**src/rtl/seq_mult_4x4.sv**
```systemverilog
// ---------------------------------------------------------------------------
// seq_mult_4x4 -- sequential 4x4 unsigned shift-add multiplier
//
// Low-area alternative to the combinational array multiplier. The product is
// built over four clocks. Each clock adds one partial product, and it uses the
// team's mux_8bit to choose between accumulate and hold.
//
// Ports:
//   clk      in   1  rising-edge clock
//   rst_n    in   1  asynchronous active-low reset
//   start    in   1  operation request, sampled only while idle
//   a        in   4  multiplicand (unsigned), sampled with start
//   b        in   4  multiplier (unsigned), sampled with start
//   busy     out  1  high while the four iterations run
//   done     out  1  one-cycle pulse, product is valid
//   product  out  8  result register, holds until the next result or reset
//
// mux_8bit -- 2:1 multiplexer, 8 bits wide
//   in0, in1  in   8  data inputs
//   sel       in   1  0 selects in0, 1 selects in1
//   out       out  8  selected data
// ---------------------------------------------------------------------------

module mux_8bit (
  input  logic [7:0] in0,
  input  logic [7:0] in1,
  input  logic       sel,
  output logic [7:0] out
);

  assign out = sel ? in1 : in0;

endmodule

module seq_mult_4x4 (
  input  logic       clk,
  input  logic       rst_n,
  input  logic       start,
  input  logic [3:0] a,
  input  logic [3:0] b,
  output logic       busy,
  output logic       done,
  output logic [7:0] product
);

  typedef enum logic [1:0] {
    IDLE = 2'd0,
    CALC = 2'd1,
    DONE = 2'd2
  } state_t;

  state_t      state;
  state_t      state_next;
  logic [7:0]  mcand;
  logic [3:0]  mplr;
  logic [7:0]  acc;
  logic [1:0]  cnt;
  logic [7:0]  acc_sum;
  logic [7:0]  acc_next;

  // The carry out of bit 7 is dropped. 15*15 = 225 fits, so it is never set.
  assign acc_sum = acc + mcand;

  // The current multiplier LSB selects whether this partial product is added.
  mux_8bit u_acc_mux (
    .in0 (acc),
    .in1 (acc_sum),
    .sel (mplr[0]),
    .out (acc_next)
  );

  // State register
  always_ff @(posedge clk or negedge rst_n) begin
    if (!rst_n) begin
      state <= IDLE;
    end else begin
      state <= state_next;
    end
  end

  // Datapath registers. A reset discards any in-flight operation and clears
  // the held product.
  always_ff @(posedge clk or negedge rst_n) begin
    if (!rst_n) begin
      mcand   <= 8'd0;
      mplr    <= 4'd0;
      acc     <= 8'd0;
      cnt     <= 2'd0;
      product <= 8'd0;
    end else begin
      case (state)
        IDLE: begin
          if (start) begin
            mcand <= {4'b0000, a};
            mplr  <= b;
            acc   <= 8'd0;
            cnt   <= 2'd0;
          end
        end
        CALC: begin
          acc   <= acc_next;
          mcand <= {mcand[6:0], 1'b0};
          mplr  <= {1'b0, mplr[3:1]};
          cnt   <= cnt + 2'd1;
          // The fourth iteration writes the product directly from the adder
          // path. This makes the result valid in the same cycle as done.
          if (cnt == 2'd3) begin
            product <= acc_next;
          end
        end
        default: begin
        end
      endcase
    end
  end

  // Next-state logic. Outputs are decoded from the state alone, so a start
  // raised during CALC or DONE has no effect.
  always_comb begin
    state_next = state;
    busy       = 1'b0;
    done       = 1'b0;
    case (state)
      IDLE: begin
        if (start) begin
          state_next = CALC;
        end
      end
      CALC: begin
        busy = 1'b1;
        if (cnt == 2'd3) begin
          state_next = DONE;
        end
      end
      DONE: begin
        done       = 1'b1;
        state_next = IDLE;
      end
      default: begin
        state_next = IDLE;
      end
    endcase
  end

endmodule

```
**config.mk**
```make
export PLATFORM = sky130hd
export DESIGN_NAME = seq_mult_4x4
export DESIGN_NICKNAME = d
export VERILOG_FILES = /design/src/rtl/seq_mult_4x4.sv
export SDC_FILE = /design/constraint.sdc
export NUM_CORES = 1
export LEC_CHECK = 0
export ABC_AREA = 1
export CELL_PAD_IN_SITES_DETAIL_PLACEMENT = 2
export CELL_PAD_IN_SITES_GLOBAL_PLACEMENT = 2
export CORE_MARGIN = 2
export CORE_UTILIZATION = 34
export CTS_BUF_LIST = sky130_fd_sc_hd__clkbuf_2 sky130_fd_sc_hd__clkbuf_4 sky130_fd_sc_hd__clkbuf_8
export DETAILED_ROUTE_END_ITERATION = 7
export PLACE_DENSITY_LB_ADDON = 0.1
export SYNTH_ARGS = -nofsm -noshare
export SYNTH_HDL_FRONTEND = slang
export SYNTH_SLANG_ARGS = --single-unit
export TNS_END_PERCENT = 5
```
**constraint.sdc**
```tcl
create_clock -name clk -period 2.1 [get_ports clk]
set_input_delay 0.315 -clock clk [delete_from_list [all_inputs] [get_ports clk]]
set_output_delay 0.315 -clock clk [all_outputs]
set_load 0.005 [all_outputs]
```
; ---- Yosys cells after proc, flatten, opt, wreduce, memory -nomap -nowiden
; Cells that the tools add are included.
[word_totals]
word_cells = 32
in_bits = 11
n_memories = 0
regBits = 32
romBits = 0
latchBits = 0
mem_bits_rw = 0
output_inout_bits = 10
[classes]
addsub = 2
magnitude_cmp = 0
n_mul = 0
n_eq_ne = 5
reduce_logical = 5
n_bitwise = 0
shifts = 0
mux = 14
div_mod_pow = 0
[ops]
columns = cell, count
row1 = $pmux 8 s2, 2
row2 = $mux 8, 3
row3 = $add 8x8->8, 1
row4 = $pmux 2 s2, 2
row5 = $pmux 4 s2, 1
row6 = $mux 2, 3
row7 = $reduce_and 2->1, 3
row8 = $eq 2x2->1 const B, 2
row9 = $mux 4, 1
row10 = $ne 2x2->1 const B, 2
row11 = $add 2x1->2 const B, 1
row12 = $eq 2x1->1 const B, 1
row13 = $logic_not 2->1, 1
row14 = $mux 1, 2
row15 = $reduce_bool 2->1, 1

; ---- Depth between registers and ports, before layout
; Gate-level depths: netlist of the first run.
[depth]
ltp_word = 3
ltp_mapped = 12
ltp_nobuf = 12

; ---- Cells and area by module
; A second synthesis of the first run with hierarchy kept.
[hier_totals]
cells_unflattened = 216
hier_area_um2 = 1774.2
[modules_own_cells]
columns = module, area_each_um2, n_inst, cells_each, seq_area_each_um2
row1 = seq_mult_4x4, 1669.1, 1, 190, 800.8
row2 = mux_8bit, 105.1, 1, 26, 0.0

; ---- Worst setup path after synthesis of the first run
; Ideal clock, no wire load.
[synth_timing]
path_type = flip-flop to flip-flop
start = reg mcand[0]
end = reg acc[4]
setup_ns = 0.117
arrival_time_ns = 1.477
t_required_ns = 1.983
path_buffers = 0
synth_period_minus_slack_ns = 1.595
path_stages_with_launch = 12
slack_ns = 0.505
path_cell_list = dfrtp_1 -> ha_1 -> inv_1 -> fa_1 -> inv_1 -> nand2_1 -> nand2_1 -> and2_4 -> or2_1 -> nand3_2 -> nand3_1 -> nand2_1
[synth_via]
elab_chain_len = 3
[synth_rtl]
columns = element, line
row1 = from (decl), 54  ; logic [7:0] mcand;
row2 = from (signal assigned), 94  ; mcand <= {4'b0000, a};
row3 = from (signal assigned), 102  ; mcand <= {mcand[6:0], 1'b0};
row4 = $add 8x8->8, 62  ; assign acc_sum = acc + mcand;
row5 = $mux 8, 31  ; assign out = sel ? in1 : in0;
row6 = $pmux 8 s2, 91  ; case (state)
row7 = to (signal assigned), 101  ; acc <= acc_next;
row8 = to (decl), 56  ; logic [7:0] acc;
; Every way passes these cells.
; A chain may end at the register's enable or synchronous reset.

; ---- Worst setup path after layout of the first run
[layout_timing]
start = reg state[1]
end = out busy
[layout_via]
elab_chain_len = 2
[layout_rtl]
columns = element, line
row1 = from (decl), 52  ; state_t state;
row2 = from (signal assigned), 77  ; state <= state_next;
row3 = $eq 2x1->1, 123  ; case (state)
row4 = $mux 1, 123
row5 = to (decl), 41  ; output logic busy,
; Every way passes these cells.

==> summary.md, run 1 <==
| Metric | Value |
|---|---|
| Cell Area, Synth | `1700 µm²` |
| Min cycle time layout | `1.92 ns` |
| R2R cell count | `11` |
| Area delta synth->final | `22.4%` |
| Share of cells above drive strength 1 | `0.106` |
| Slew HR | `0.706` |
| Post-synthesis xor/xnor area fraction | `0.0103` |
| Mapped Avg Cell Area | `8.48 µm²` |
| Critical path peak fanout | `9` |
| Outcome | `complete, no violations` |
| Fin nets | `246` |
| CTS tree | `done` |
| Flip-flop and latch area | `801 µm²` |
| Compound-Gate Fraction of Synth Area | `0.116` |
| Worst Tran Pin Value | `0.441 ns` |
| Area of the multi-input gates | `774 µm²` |
| Synthesized Nets | `220` |
| Combinational family with the most area after synthesis | `simple AND/OR/NAND/NOR gates` |
| Final-layout fill cell count | `558` |
| Post-route insts no fill | `293` |
| WP data required | `1.78 ns` |
| YS warnings | `0` |
| Period utilization | `0.916` |
| Yosys top cell area share | `0.472` |
| Switch Pwr | `1620 µW` |
| Clk network pwr share | `0.145` |
| Initial antenna violation count | `0` |
| Setup TNS | `0 ns` |
| Synth Register Bits | `32` |
| Flop2flop setup slack | `0.30 ns` |
| Int Power | `2000 µW` |
| Largest stage delay, worst path | `0.57 ns` |
| Endpoints failing setup | `0` |
| Clock Skew | `0.00291 ns` |
| Sw Share | `0.447` |
| Synth cell types | `25` |
| GR Util All Layers | `0.203` |
| Hold Buf Count CTS | `0` |
| Placed Cells | `286` |
| Mux cell area share after synthesis | `0` |
| CP cell instances | `nor2_4 > clkdlybuf4s50_1` |
| Crit path kind | `reg -> out` |
| Reg power frac | `0.316` |
| Detail-routed via count per cell | `5.02` |
| GPL Wtd Cong | `0.840` |
| Cells after synthesis | `200` |
| Sequential share of the synthesized area | `0.472` |
| DR WL/cell | `16.7 µm` |
| Top area cells in the synthesized netlist | `dfrtp_1 47%, nand2_1 11%, ha_1 5.9%` |
| F_max | `0.520 GHz` |
| Simple-Gate Fraction of Synth Area | `0.260` |
| GRT overflow | `0` |
| Residual DRC | `0` |
| Starting Density | `0.357` |
| I/O pin count | `21` |
| Leading area contributor after synthesis | `dfrtp_1` |
| CTS Root Cell | `clkbuf_8` |
| Hold Crit Class | `in -> async` |
| First-pass GRT wire length | `8160 µm` |
| Crit path capture type | `output pin` |
| Combinational Power Share | `0.539` |
| Pre-CTS WS | `0.248 ns` |
| FF-to-FF End | `acc[4]` |
| Diode count | `0` |
| Crit-path leading delay family | `buffers and inverters` |
| Pins over their slew limit | `0` |
| CTS Buffer Depth | `2` |
| Die area | `5570 µm²` |
| RSZ-0062 raised after global routing | `no` |
| Post-CTS Setup Bufs | `0` |
| Clk sinks | `32` |
| Post-route ant nets | `0` |
| Routed WL | `4900 µm` |
| Hold Vio Cnt, Final | `0` |
| Initial DRT Pass Iterations | `4` |
| DRT iter0 DRCs | `28` |
| Worst-path clk slew | `0.07 ns` |
| Worst skew pair latency | `0.29 ns` |
| Post-synthesis adder-cell area fraction | `0.0708` |
| Worst R2R Start | `mcand[0]` |
| Resized Gates After CTS | `0` |
| Worst setup margin | `0.176 ns` |
| Row cnt | `25` |
| Detail Placement HPWL | `3690 µm` |
| Vias in the first global route | `1612` |
| Leakage | `0.00101 µW` |
| Crit path buffers/inverters | `1` |
| Via Count | `1470` |
| Max Cap Violations | `0` |
| Core area | `4750 µm²` |
| H-tree Lvls | `2` |
| Die height | `74.6 µm` |
| Largest net degree at the start of global routing | `33` |
| Fin Hold WS | `0.451 ns` |
| Power per cell area | `1740 nW/µm²` |
| Critical Path Source Type | `flip-flop` |
| Die Span X | `74.6 µm` |
| Cts bufs inserted | `5` |
| Max IR drop VDD | `0.577 mV` |
| Crit path DAT | `1.61 ns` |
| Slowest cell on crit path | `clkdlybuf4s50_1` |
| Buffers on Ports | `20` |
## cells by family after synthesis
| kind of cell | count (synthesis) |
|---|---|
| AND/OR/NAND/NOR | 92 |
| AO/OA/AOI/OAI | 35 |
| flip-flops | 32 |
| buffers and inverters | 30 |
| adder cells (fa/ha/maj) | 9 |
| XOR/XNOR | 2 |
## worst max-delay path by stage
stage / start / endpoint / slack, ns / cells past startpoint
6_report: state[1] / busy / 0.18 / 2
5_1_grt: state[0] / busy / 0.10 / 3
4_1_cts: state[0] / busy / 0.16 / 3
3_5_place_dp: mcand[0] / acc[4] / 0.25 / 11
3_3_place_gp: mcand[0] / product[4] / 0.39 / 11
2_1_floorplan: mcand[0] / acc[4] / 0.51 / 11
## routing by layer
| layer | share of wire | track usage | wire [µm] |
|---|---|---|---|
| met1 | 0.43 | 0.237 | 2130 |
| met3 | 0.023 | 0.0428 | 113 |
| met5 | 0 | 0 | 0 |
| met2 | 0.51 | 0.360 | 2510 |
| met4 | 0.031 | 0.0893 | 152 |
## placed cells by master (no fill, tap or decap), drive strengths merged, types with 2 or more instances in the layout
cell,n
buf,3
a32o,2
nand3b,3
nand3,20
o22ai,4
or2,7
a21oi,11
nor2,11
inv,26
clkbuf,7
ha,8
clkdlybuf4s50,20
dfrtp,32
xnor2,2
nand2,50
o21ai,16
## power groups by stage
stage	clock (µW)	combinational [µW]	sequential, µW
after floorplan	0	1360	1060
after global placement	0	1830	1130
after detailed placement	0	1970	1150
after CTS	543	2000	1150
after global routing	567	2220	1190
final	526	1950	1140
## synth_stat cells
library cell and number:
fa_1 1, nand3b_1 3, buf_2 3, xnor2_1 2
a21oi_1 11, nor2_1 8, buf_4 1, o211ai_1 1
nor2_8 1, inv_1 21, dfrtp_1 32, o22ai_1 4
nand3_2 1, nand3_1 19, nor2_4 2, o21ai_1 12
ha_1 8, or2_2 4, a22o_1 1, nand2_1 50
inv_2 5, a32o_1 2, and2_4 1, or2_1 3
o21ai_0 4
## through the flow
stage	cell area, µm²	total power, µW	util
after floorplan	1700	2420	-
after global placement	1980	2950	0.416
after CTS	2080	3690	0.437
after global routing	2080	3980	0.437
after detailed placement	1980	3120	0.416
final	2080	3620	0.437
## sequential cells by signal, indices dropped and copies added (netlist names)
register	count
mcand	8
acc	8
mplr	4
cnt	2
state	2
product	8
## final cells by class
type	instances	area share
inverters	26	0.0470
well taps	67	0.0404
flip-flops and latches	32	0.386
multi-input cells	138	0.373
repair buffers	23	0.107
clock buffers	7	0.0464
No activity file was read; power rests on OpenSTA's default activity.
==> run 2, diff against run 1 <==
--- a/config.mk
+++ b/config.mk
@@ -18,2 +18,2 @@
 export SYNTH_SLANG_ARGS = --single-unit
-export TNS_END_PERCENT = 5
+export TNS_END_PERCENT = 10
==> constraint.sdc (replaced) <==
create_clock -name clk -period 2.1 [get_ports clk]
set_input_delay 0.525 -clock clk [delete_from_list [all_inputs] [get_ports clk]]
set_output_delay 0.525 -clock clk [all_outputs]
set_load 0.005 [all_outputs]
==> run 2 against run 1 <==
  * Combinational power grew 2%
  * Critical path type unchanged
  * Final area shrank 1.1%
  * Core utilization shrank 0.47 points
  * Critical path depth grew 1
  * Final cell count shrank 0.34%
  * Global-route usage grew 1.7 points
  * Highest routed layer unchanged
  * Flip-flop and latch count is the same
  * Sequential share of layout area grew 0.42 points
==> summary.md, run 2 (same netlist as run 1, synthesis figures left out) <==
| Metric | Value |
|---|---|
| Via Count | `1487 (+1.2%)` |
| Crit path capture type | `output pin` |
| Switch Pwr | `1650 µW (+2.2%)` |
| Worst Tran Pin Value | `0.437 ns (-0.00408 ns)` |
| DRT iter0 DRCs | `37 (+32%)` |
| Sw Share | `0.460 (+0.0135)` |
| Period utilization | `0.905 (-0.0115)` |
| DR WL/cell | `17.5 µm (+4.8%)` |
| Max IR drop VDD | `0.584 mV (+1.2%)` |
| Leakage | `0.000996 µW (-1.1%)` |
| Reg power frac | `0.317 (about the same)` |
| Hold Buf Count CTS | `0 (unchanged)` |
| CTS Buffer Depth | `2 (unchanged)` |
| Row cnt | `25 (unchanged)` |
| Flop2flop setup slack | `0.21 ns (-0.09 ns)` |
| Resized Gates After CTS | `0 (unchanged)` |
| Combinational Power Share | `0.554 (+0.015)` |
| Buffers on Ports | `20 (unchanged)` |
| Die Span X | `74.6 µm (unchanged)` |
| Slowest cell on crit path | `clkdlybuf4s50_1` |
| Grt met1 use | `0.268 (+0.0315)` |
| Diode count | `0 (unchanged)` |
| Area delta synth->final | `21.1%` |
| Die area | `5570 µm² (unchanged)` |
| Placement Cell Area | `1970 µm² (-0.38%)` |
| Worst-path clk slew | `0.06 ns (about the same)` |
| WP data required | `1.57 ns (-0.21 ns)` |
| Clk network pwr share | `0.128 (-0.017)` |
| Outcome | `complete, no violations` |
| Flip-flop and latch area | `801 µm² (unchanged)` |
| Crit-path leading delay family | `buffers and inverters` |
| Worst skew pair latency | `0.28 ns (about the same)` |
| Initial DRT Pass Iterations | `4 (unchanged)` |
| Initial antenna violation count | `0 (unchanged)` |
| CTS Root Cell | `clkbuf_8` |
| Detail Placement HPWL | `3770 µm (+2.2%)` |
| Crit path kind | `reg -> out` |
| Min cycle time layout | `1.90 ns (-0.0242 ns)` |
| Crit path DAT | `1.37 ns (-0.24 ns)` |
| Power per cell area | `1750 nW/µm² (+0.31%)` |
| CP cell instances | `inv_1 > nor2_1 > clkdlybuf4s50_1` |
| Largest net degree at the start of global routing | `33 (unchanged)` |
| Area of the multi-input gates | `774 µm² (unchanged)` |
| Hold Crit Class | `reg -> reg` |
| Slew HR | `0.709 (+0.00272)` |
| Final-layout fill cell count | `548 (-1.8%)` |
| First-pass GRT wire length | `8960 µm (+9.8%)` |
| M2 GR Usage | `0.389 (+0.0295)` |
| Endpoints failing setup | `0 (unchanged)` |
| Residual DRC | `0 (unchanged)` |
| Clk sinks | `32 (unchanged)` |
| Busiest grt layer | `met2` |
| Hold Vio Cnt, Final | `0 (unchanged)` |
| Routed WL | `5120 µm (+4.4%)` |
| Largest stage delay, worst path | `0.51 ns (-0.06 ns)` |
| Post-CTS Setup Bufs | `0 (unchanged)` |
| CTS tree | `done` |
| Int Power | `1940 µW (-3.2%)` |
| Final Power | `3590 µW (-0.78%)` |
| Share of cells above drive strength 1 | `0.102 (-0.00397)` |
| I/O pin count | `21 (unchanged)` |
| Clock Skew | `0.00206 ns (-0.000852 ns)` |
| Starting Density | `0.357 (unchanged)` |
| GRT overflow | `0 (unchanged)` |
| F_max | `0.526 GHz (+1.3%)` |
| Cts bufs inserted | `5 (unchanged)` |
| Critical Path Source Type | `flip-flop` |
| Core area | `4750 µm² (unchanged)` |
| RSZ-0062 raised after global routing | `no` |
| Die height | `74.6 µm (unchanged)` |
| Fin nets | `245 (-0.41%)` |
| GR Layer Usage met3 | `0.0402 (-0.00268)` |
| GPL Wtd Cong | `0.791 (-5.8%)` |
| Detail-routed via count per cell | `5.09 (+1.5%)` |
| Critical path peak fanout | `2 (-7)` |
| Crit path buffers/inverters | `2 (+1)` |
| Biggest regs | `acc x8, mcand x8, product x8` |
| Setup TNS | `0 ns (unchanged)` |
| Most frequent cells in the layout | `50 x nand2_1, 32 x dfrtp_1, 21 x inv_1` |
| H-tree Lvls | `2 (unchanged)` |
| Pins over their slew limit | `0 (unchanged)` |
| GR Util All Layers | `0.220 (+0.0168)` |
| Most common cell after layout, fill and taps aside | `nand2_1` |
| Vias in the first global route | `1730 (+7.3%)` |
| Max Cap Violations | `0 (unchanged)` |
| Post-route ant nets | `0 (unchanged)` |
| Final instance area | `2050 µm² (-1.1%)` |
-- run 2: worst paths after layout --
check / startpoint / cells past startpoint / endpoint
setup / recovery: state[1] / 3 / done
hold / removal: product[4] / 2 / product[4]
setup reg to reg: mcand[0] / 11 / product[6]
hold reg to reg: product[4] / 2 / product[4]
max in group asynchronous: rst_n / 2 / product[5]
min in group asynchronous: rst_n / 2 / mcand[0]
-- run 2: power by group through the flow --
stage                     sequential, µW  combinational, µW  clock [µW]
after CTS                           1150               2030         475
after detailed placement            1150               1980           0
after global placement              1130               1840           0
after floorplan                     1060               1360           0
after global routing                1190               2290         508
final                               1140               1990         460
-- run 2: per-layer routing --
layer | part of all wire | wire (µm) | vias to the layer above
met5 | 0 | 0 | -
met4 | 0.021 | 110 | 0
met3 | 0.024 | 123 | 11
met2 | 0.52 | 2680 | 23
met1 | 0.43 | 2200 | 752
li1 | - | - | 701
-- run 2: final cells by class --
cell class,instances,share of cell area
flip-flops and latches,32,0.390
inverters,26,0.0475
clock buffers,6,0.0372
clock inverters,1,0.00244
well taps,67,0.0408
repair buffers,22,0.105
multi-input cells,138,0.377
-- run 2: metrics by stage --
| stage | hold slack [ns] | utilization | worst slack, ns | std cells |
|---|---|---|---|---|
| after CTS | 0.500 | 0.432 | 0.181 | 292 |
| after global placement | 0.464 | 0.415 | 0.206 | 285 |
| after global routing | 0.532 | 0.432 | 0.0578 | 292 |
| after detailed placement | 0.483 | 0.415 | 0.101 | 285 |
| after floorplan | 0.229 | - | 0.505 | 200 |
| final | 0.490 | 0.432 | 0.200 | 292 |
-- run 2: tightest hold or removal path, delay by kind of cell, from the launching register on --
family	cells	cell delay [ns]
flops	1	0.35
simple gates	2	0.11
==> run 3, diff against run 2 <==
PLACE_DENSITY = 0.87   (was default)
PLACE_DENSITY_LB_ADDON = default   (was 0.1)
SETUP_SLACK_MARGIN = 0.02   (was default)
==> run 3 against run 2 <==
  * Global-route usage down 0.69 points
  * Clock-buffer cell count unchanged
  * Worst setup slack worse by 0.0037 ns
  * Clock skew up 0.0025 ns
  * Critical path depth unchanged
  * Fmax down 0.20%
  * Largest cell class unchanged
==> summary.md, run 3 (same netlist as run 1, synthesis figures left out) <==
| Metric | Value |
|---|---|
| Critical path peak fanout | `3 (+1)` |
| Pre-CTS WS | `0.257 ns (+0.157 ns)` |
| Post-CTS Setup Bufs | `0 (unchanged)` |
| RSZ-0062 raised after global routing | `no` |
| Largest net degree at the start of global routing | `33 (unchanged)` |
| Period utilization | `0.907 (+0.00178)` |
| Max Cap Violations | `0 (unchanged)` |
| Worst Hold Depth | `2 (unchanged)` |
| Hold Crit Class | `reg -> reg` |
| Min-Delay Startpoint | `product[6]` |
| Power per cell area | `1760 nW/µm² (+0.58%)` |
| Placement Cell Area | `1980 µm² (+0.38%)` |
| Leakage | `0.00100 µW (+0.52%)` |
| Critical Path Source Type | `flip-flop` |
| Final-layout fill cell count | `537 (-2.0%)` |
| Switch Pwr | `1680 µW (+1.6%)` |
| Clock Skew | `0.00456 ns (+0.00250 ns)` |
| Routed WL | `5180 µm (+1.2%)` |
| Most frequent cells in the layout | `50 x nand2_1, 32 x dfrtp_1, 21 x inv_1` |
| Starting Density | `0.357 (unchanged)` |
| Vias in the first global route | `1632 (-5.7%)` |
| Die height | `74.6 µm (unchanged)` |
| Worst Tran Pin Value | `0.440 ns (+0.00331 ns)` |
| Initial antenna violation count | `0 (unchanged)` |
| CP cell instances | `inv_2 > nor2_4 > clkdlybuf4s50_1` |
| Clk sinks | `32 (unchanged)` |
| Reg power frac | `0.318 (about the same)` |
| Post-route insts no fill | `293 (+0.34%)` |
| First-pass GRT wire length | `8630 µm (-3.7%)` |
| Via Count | `1486 (-0.067%)` |
| Clk network pwr share | `0.128 (about the same)` |
| Crit path DAT | `1.38 ns (about the same)` |
| Cts bufs inserted | `5 (unchanged)` |
| Pins over their slew limit | `0 (unchanged)` |
| Worst skew pair latency | `0.29 ns (about the same)` |
| CTS tree | `done` |
| Fin nets | `246 (+0.41%)` |
| Buffers on Ports | `20 (unchanged)` |
| Flop2flop setup slack | `0.25 ns (+0.04 ns)` |
| I/O pin count | `21 (unchanged)` |
| Min cycle time layout | `1.90 ns (+0.00374 ns)` |
| Outcome | `complete, no violations` |
| CTS Buffer Depth | `2 (unchanged)` |
| Die area | `5570 µm² (unchanged)` |
| DRT iter0 DRCs | `48 (+30%)` |
| Area delta synth->final | `21.6%` |
| Post-route ant nets | `0 (unchanged)` |
| Worst R2R Start | `mcand[0]` |
| Worst Hold End | `product[6]` |
| Placed Cells | `286 (+0.35%)` |
| Hold Buf Count CTS | `0 (unchanged)` |
| GRT overflow | `0 (unchanged)` |
| Crit-path leading delay family | `buffers and inverters` |
| Initial DRT Pass Iterations | `4 (unchanged)` |
| Resized Gates After CTS | `0 (unchanged)` |
| Largest stage delay, worst path | `0.53 ns (+0.02 ns)` |
| Combinational Power Share | `0.554 (about the same)` |
| Hold Vio Cnt, Final | `0 (unchanged)` |
| CTS Root Cell | `clkbuf_8` |
| Diode count | `0 (unchanged)` |
| Final Power | `3620 µW (+0.95%)` |
| Slowest cell on crit path | `clkdlybuf4s50_1` |
| WP data required | `1.57 ns (about the same)` |
| Crit path buffers/inverters | `2 (unchanged)` |
| Die Span X | `74.6 µm (unchanged)` |
| Row cnt | `25 (unchanged)` |
| Crit path kind | `reg -> out` |
| Most common cell after layout, fill and taps aside | `nand2_1` |
| Crit path capture type | `output pin` |
| H-tree Lvls | `2 (unchanged)` |
| DR WL/cell | `17.7 µm (+0.81%)` |
| Endpoints failing setup | `0 (unchanged)` |
| Int Power | `1950 µW (+0.43%)` |
| Worst-path clk slew | `0.07 ns (about the same)` |
| Detail Placement HPWL | `3660 µm (-2.9%)` |
| Share of cells above drive strength 1 | `0.106 (+0.00397)` |
| Worst setup margin | `0.196 ns (-0.00374 ns)` |
| R2R cell count | `11 (unchanged)` |
| Residual DRC | `0 (unchanged)` |
| Max IR drop VDD | `0.733 mV (+25%)` |
| Core area | `4750 µm² (unchanged)` |
| GPL Wtd Cong | `0.770 (-2.7%)` |
| Detail-routed via count per cell | `5.07 (-0.41%)` |
| Setup TNS | `0 ns (unchanged)` |
| Sw Share | `0.463 (+0.00278)` |
| Biggest regs | `acc x8, mcand x8, product x8` |
| Slew HR | `0.707 (-0.00221)` |
| Final instance area | `2060 µm² (+0.37%)` |
| F_max | `0.525 GHz (-0.20%)` |
| FF-to-FF End | `product[6]` |
| GR Util All Layers | `0.213 (-0.00695)` |
[run 3: cell count changes in the layout (fill, tap and decap cells not counted), sizes merged]
cell / delta
buf: +1
[run 3: final cells by class]
cell class	instances	area [µm²]	share of cell area
inverter	26	97.6	0.0474
clock inverter	1	5.00	0.00243
tap	67	83.8	0.0407
sequential	32	801	0.389
timing repair buffer	23	223	0.108
multi-input combinational	138	774	0.376
clock buffer	6	76.3	0.0370
[run 3: metrics by stage]
stage / hold WS (ns) / util
5_1_grt: 0.505 / 0.433
3_3_place_gp: 0.462 / 0.416
4_1_cts: 0.493 / 0.433
2_1_floorplan: 0.229 / -
6_report: 0.488 / 0.433
3_5_place_dp: 0.474 / 0.416
[run 3: per-layer routing]
metal | GRT usage | wire length, µm | vias up
met5 | 0 | 0 | -
li1 | - | - | 702
met4 | 0.0675 | 99 | 0
met2 | 0.355 | 2590 | 25
met1 | 0.286 | 2380 | 747
met3 | 0.0335 | 111 | 12
[run 3: worst max path at each step]
stage,from,end,slack [ns],depth (start not counted)
4_1_cts,state[0],busy,0.19,3
2_1_floorplan,mcand[0],acc[4],0.51,11
3_3_place_gp,start,mplr[3],0.34,6
6_report,state[0],busy,0.20,3
3_5_place_dp,mcand[0],product[6],0.26,11
5_1_grt,mcand[0],product[6],0.09,11
[run 3: worst register-to-register path, stage by stage, from the launching register on]
cell and delay [ns]:
dfrtp_1 0.38, ha_1 0.20, inv_1 0.06, fa_1 0.42, inv_1 0.09, nand2_1 0.05, nand2_1 0.08, nand3b_1 0.11
nand3_1 0.09, nand3_1 0.10, nand3_1 0.12, nand2_1 0.05
[run 3: power groups by stage]
stage / Combinational, µW / Clock [µW] / Sequential (µW)
final: 2010 / 464 / 1150
after detailed placement: 1970 / 0 / 1150
after global routing: 2290 / 494 / 1190
after floorplan: 1360 / 0 / 1060
after global placement: 1860 / 0 / 1130
after CTS: 2030 / 473 / 1150
==> RTL change 1 (flow settings as in run 1) <==
Register the output `product` once more, without a reset; this adds one clock of latency there. The other outputs are not delayed to match. Comments in the files are not updated.
--- a/src/rtl/seq_mult_4x4.sv
+++ b/src/rtl/seq_mult_4x4.sv
@@ -50,4 +50,6 @@
   } state_t;
 
+  logic [7:0] product_s0;
+
   state_t      state;
   state_t      state_next;
@@ -87,5 +89,5 @@
       acc     <= 8'd0;
       cnt     <= 2'd0;
-      product <= 8'd0;
+      product_s0 <= 8'd0;
     end else begin
       case (state)
@@ -106,5 +108,5 @@
           // path. This makes the result valid in the same cycle as done.
           if (cnt == 2'd3) begin
-            product <= acc_next;
+            product_s0 <= acc_next;
           end
         end
@@ -143,4 +145,8 @@
   end
 
+  always_ff @(posedge clk) begin
+    product <= product_s0;
+  end
+
 endmodule
 
Behaviour: not the same (Yosys sat finds a counterexample within 10 cycles, from zero or initial values and one cycle with rst_n low).
==> RTL change 1 against run 1 <==
Worst setup slack worse by 0.086 ns. Power rose by 7.1%. Clock skew grew 0.0042 ns. Register-to-register slack worse by 0.04 ns. Cell area increased by 6.0%. Area after synthesis rose by 9.0%. Sequential cell count up 8. Wire length increased by 6.2%. Largest power group unchanged. Highest routed layer unchanged.
==> RTL change 1: results (changes against run 1) <==
[yosys]
yosys_warnings=0  ; unchanged
synth_area_leaders=dfrtp_1, nand2_1, dfxtp_1, ha_1, o21ai_0  ; was dfrtp_1, nand2_1, ha_1, nand3_1, inv_1
yosysSeqAreaShare=0.520  ; was 0.472
ys_types=29  ; was 25
ys_async_sr_fraction=0.800  ; was 1.00
ys.flop_type=dfrtp_1  ; unchanged
postSynthNetCount=225  ; was 220
yosys-top-cells-count=nand2_1, dfrtp_1, inv_1  ; unchanged

[route]
wl_per_cell_um=17.4  ; was 16.7 um
num_vias=1535  ; was 1470
drt_iter0_markers=56  ; was 28
firstDrtPassIters=6  ; was 4

[worst_setup_path]
max_stage_delay_ns=0.51  ; was 0.57 ns
cp_max_fo=18  ; was 9
crit_slowest_cell=clkdlybuf4s50_1  ; unchanged
cp.arrival_ns=1.69  ; was 1.61 ns
cpLargestDelayFamily=buffers and inverters  ; unchanged

[finish]
diodes=0  ; unchanged
nets=248  ; was 246
drive_gt1_frac=0.0917  ; was 0.106
fillerInstances=581  ; was 558

[place]
gp_congestion=0.785  ; was 0.840
dp_hpwl_mm=3.84  ; was 3.69 mm
port_buffers=20  ; unchanged

[clocking]
clk_pin_slew_ns=0.08
ctsLongestPathBuffers=2  ; unchanged
cts_resized=0  ; unchanged
numCtsBuffers=5  ; unchanged
clk_latency_ns=0.29  ; about the same
holdBufCountCts=0  ; unchanged
cts_setup_buffers=0  ; unchanged
cts_max_level=2  ; unchanged
clockRootBuffer=clkbuf_8  ; unchanged

[global_routing]
antenna_found_initial=0  ; unchanged
grt_remaining_overflow=0  ; unchanged
first_global_vias=1720  ; was 1612
grt_pass1_wl_mm=8.67  ; was 8.16 mm
grt_max_degree=33  ; unchanged
globalRouteTotalUtil=0.189  ; was 0.203

[sta]
setup_tns_ns=0  ; unchanged
fin_skew_ns=0.00708  ; was 0.00291 ns
timing.max_slew.rel_slack=0.613  ; was 0.706

[status]
outcome=finished clean  ; unchanged

[worst_hold_path]
hp-class=flip-flop to flip-flop  ; was primary input to async pin

[pwr]
vdd_ir_drop_max_v=0.000684  ; was 0.000577 V
cellLeakagePower_uw=0.00104  ; was 0.00101 uW

[flow_run]
maxCapViolations=0  ; unchanged

## RTL change 1: cell types whose count changed in the layout (fill, tap and decap cells not counted), sizes merged, moves of 2 or more
cell	delta
dfxtp	+8
a21oi	-7
nand3	-5
o21ai	+5
o22ai	+5
inv	-4
nor2	+3
clkinvlp	+2
or2	-2
## RTL change 1: layer usage
layer	track usage	part of all wire
met1	0.206	0.40
met2	0.369	0.55
met3	0.0291	0.027
met4	0.0571	0.017
met5	0	0
## RTL change 1: layout make-up
class                           count  area share
Timing Repair Buffer               22      0.0978
Clock buffer                        6      0.0375
Sequential cell                    40       0.437
Multi-Input combinational cell    137       0.342
Inverter                           22      0.0398
Tap cell                           70      0.0398
Clock inverter                      2     0.00682
## RTL change 1: worst paths after layout
kind / from / end / slack (ns) / depth (start not counted)
worst min-delay path: product_s0[0] / product[0] / 0.38 / 0
worst max register to register: mcand[0] / acc[4] / 0.26 / 10
worst min register to register: product_s0[0] / product[0] / 0.38 / 0
worst max-delay path: state[1] / busy / 0.09 / 4
max in group asynchronous: rst_n / product_s0[1] / 1.35 / 2
min in group asynchronous: rst_n / acc[3] / 0.43 / 2
## RTL change 1: power breakdown
group | switching (uW) | internal (uW) | total (uW)
logic | 1160 | 763 | 1920
registers | 270 | 1130 | 1400
clock network | 287 | 266 | 553
total | 1720 | 2160 | 3880
## RTL change 1: metrics by stage
step	instances	area (um2)	setup WS [ns]	util	hold slack (ns)
finish	299	2200	0.0903	0.425	0.377
global route	299	2200	0.00646	0.425	0.401
CTS	299	2200	0.0104	0.425	0.378
detailed placement	291	2100	0.311	0.406	0.358
global placement	291	2100	0.351	0.406	0.355
floorplan	205	1850	0.531	-	0.0194
## RTL change 1: cell families after synthesis
kind of cell               Yosys count  synth area share
and+or+nand+nor                     89             0.218
DFF                                 40             0.520
AOI/OAI and AO/OA                   38             0.119
buffers and inverters               28            0.0731
adders and majority gates            9            0.0650
xor gates and xnor gates             1           0.00474
==> RTL change 2 (config.mk and constraints of run 1) <==
Made on the original files. The 3 states of `state_t` get a one-hot encoding in 3 bits.
--- a/src/rtl/seq_mult_4x4.sv
+++ b/src/rtl/seq_mult_4x4.sv
@@ -44,8 +44,8 @@
 );
 
-  typedef enum logic [1:0] {
-    IDLE = 2'd0,
-    CALC = 2'd1,
-    DONE = 2'd2
+  typedef enum logic [2:0] {
+    IDLE = 3'b001,
+    CALC = 3'b010,
+    DONE = 3'b100
   } state_t;
 
Function: same outputs for any inputs over 10 cycles, from zero or initial values and one cycle with rst_n low; not proved beyond that.
==> RTL change 2 against run 1 <==
Cell area rose by 1.8%. Power down 16%. Worst hold slack worse by 0.0095 ns. Area after synthesis is 4.0% higher. Global-route usage shrank 2.1 points. Highest routed layer unchanged. Sequential cell count rose by 1. Wire length decreased by 3.1%. Count of clock-buffer cells in the layout is the same. Worst setup slack improved by 0.043 ns. Die area up 3.8%.
==> RTL change 2: results (changes against run 1) <==
[yosys]
ys_async_sr_fraction=1.00  ; unchanged
postSynthNetCount=227  ; was 220
synth_mux_area_frac=0  ; unchanged
ys.flop_type=dfrtp_1  ; unchanged
ys_types=31  ; was 25
synth_area_leaders=dfrtp_1, nand2_1, ha_1, nand3_1, inv_1  ; unchanged
yosysSeqAreaShare=0.469  ; was 0.472
synth_fa_ha_area_frac=0.0681  ; was 0.0708
yosys_warnings=0  ; unchanged
yosys-top-cells-count=nand2_1, dfrtp_1, inv_1  ; unchanged
synth_compound_area_frac=0.0823  ; was 0.116
synthXorXnorAreaFrac=0.00497  ; was 0.0103

[place]
placed_area_um2=2020  ; was 1980 um2
port_buffers=20  ; unchanged
gp_congestion=0.770  ; was 0.840
dp_hpwl_mm=3.54  ; was 3.69 mm

[worst_setup_path]
reg2regPathDepth=11  ; unchanged
crit_start=state[2]  ; was state[1]
crit_path_end=busy  ; unchanged
cp_max_fo=15  ; was 9
reg2reg_from=mcand[0]  ; unchanged
cp.arrival_ns=1.57  ; was 1.61 ns
rr_endpoint=acc[4]  ; unchanged

[status]
outcome=finished clean  ; unchanged

[sta]
period_minus_slack_ns=1.88  ; was 1.92 ns
hold_ws_ns=0.442  ; was 0.451 ns
timing.max_slew.rel_slack=0.617  ; was 0.706
fin_skew_ns=0.0101  ; was 0.00291 ns

[global_routing]
use_met1=0.211  ; was 0.237
first_global_vias=1737  ; was 1612
grt_pass1_wl_mm=8.36  ; was 8.16 mm
grt_max_degree=34  ; was 33
use_met3=0.0296  ; was 0.0428
globalRouteTotalUtil=0.182  ; was 0.203
use_met2=0.344  ; was 0.360

[route]
top_layer=met4  ; unchanged
routed-wl-met2_mm=2.53  ; was 2.51 mm
met3_length_um=101  ; was 113 um
drt-total-wl_mm=4.75  ; was 4.90 mm
num_vias=1502  ; was 1470
drt_iter0_markers=40  ; was 28
drt-met1-wl_mm=2.06  ; was 2.13 mm
firstDrtPassIters=4  ; unchanged

[pwr]
pg_seq_uw=1090  ; was 1140 uW
cellLeakagePower_uw=0.00103  ; was 0.00101 uW
vdd_ir_drop_max_v=0.000527  ; was 0.000577 V
switchingPower_uw=1300  ; was 1620 uW
clockPowerShare=0.163  ; was 0.145

[clocking]
clk_pin_slew_ns=0.07  ; about the same
clockRootBuffer=clkbuf_8  ; unchanged

[finish]
syn_to_final_growth_pct=19.9  ; was 22.4%
nets=251  ; was 246
diodes=0  ; unchanged
drive_gt1_frac=0.129  ; was 0.106

-- RTL change 2: changes by cell type in the layout (fill, tap and decap cells not counted), sizes merged, moves of 2 or more --
cell and change:
nand3 +2, nand2 +2, o21ai -5, nor2 +4
a211oi +4, nor3 +9, a32o -2, a21oi -7
-- RTL change 2: cell type report --
type	count	area, um2
timing repair buffer	23	223
clock inverter	1	5.00
tap	70	87.6
inverter	25	98.8
fill	569	2930
sequential	33	827
clock buffer	7	83.8
multi-input combinational	143	788
-- RTL change 2: critical path, stage by stage, from the launching register on --
cell             delay [ns]
dfrtp_1                0.37
inv_2                  0.10
nand3_4                0.08
inv_4                  0.18
clkdlybuf4s50_1        0.55
-- RTL change 2: metrics by stage --
step,std cells,total power (uW),utilization
final,302,3040,0.419
after global routing,302,3340,0.419
after CTS,302,3090,0.419
after detailed placement,294,2580,0.401
after global placement,294,2490,0.401
after floorplan,207,2090,-
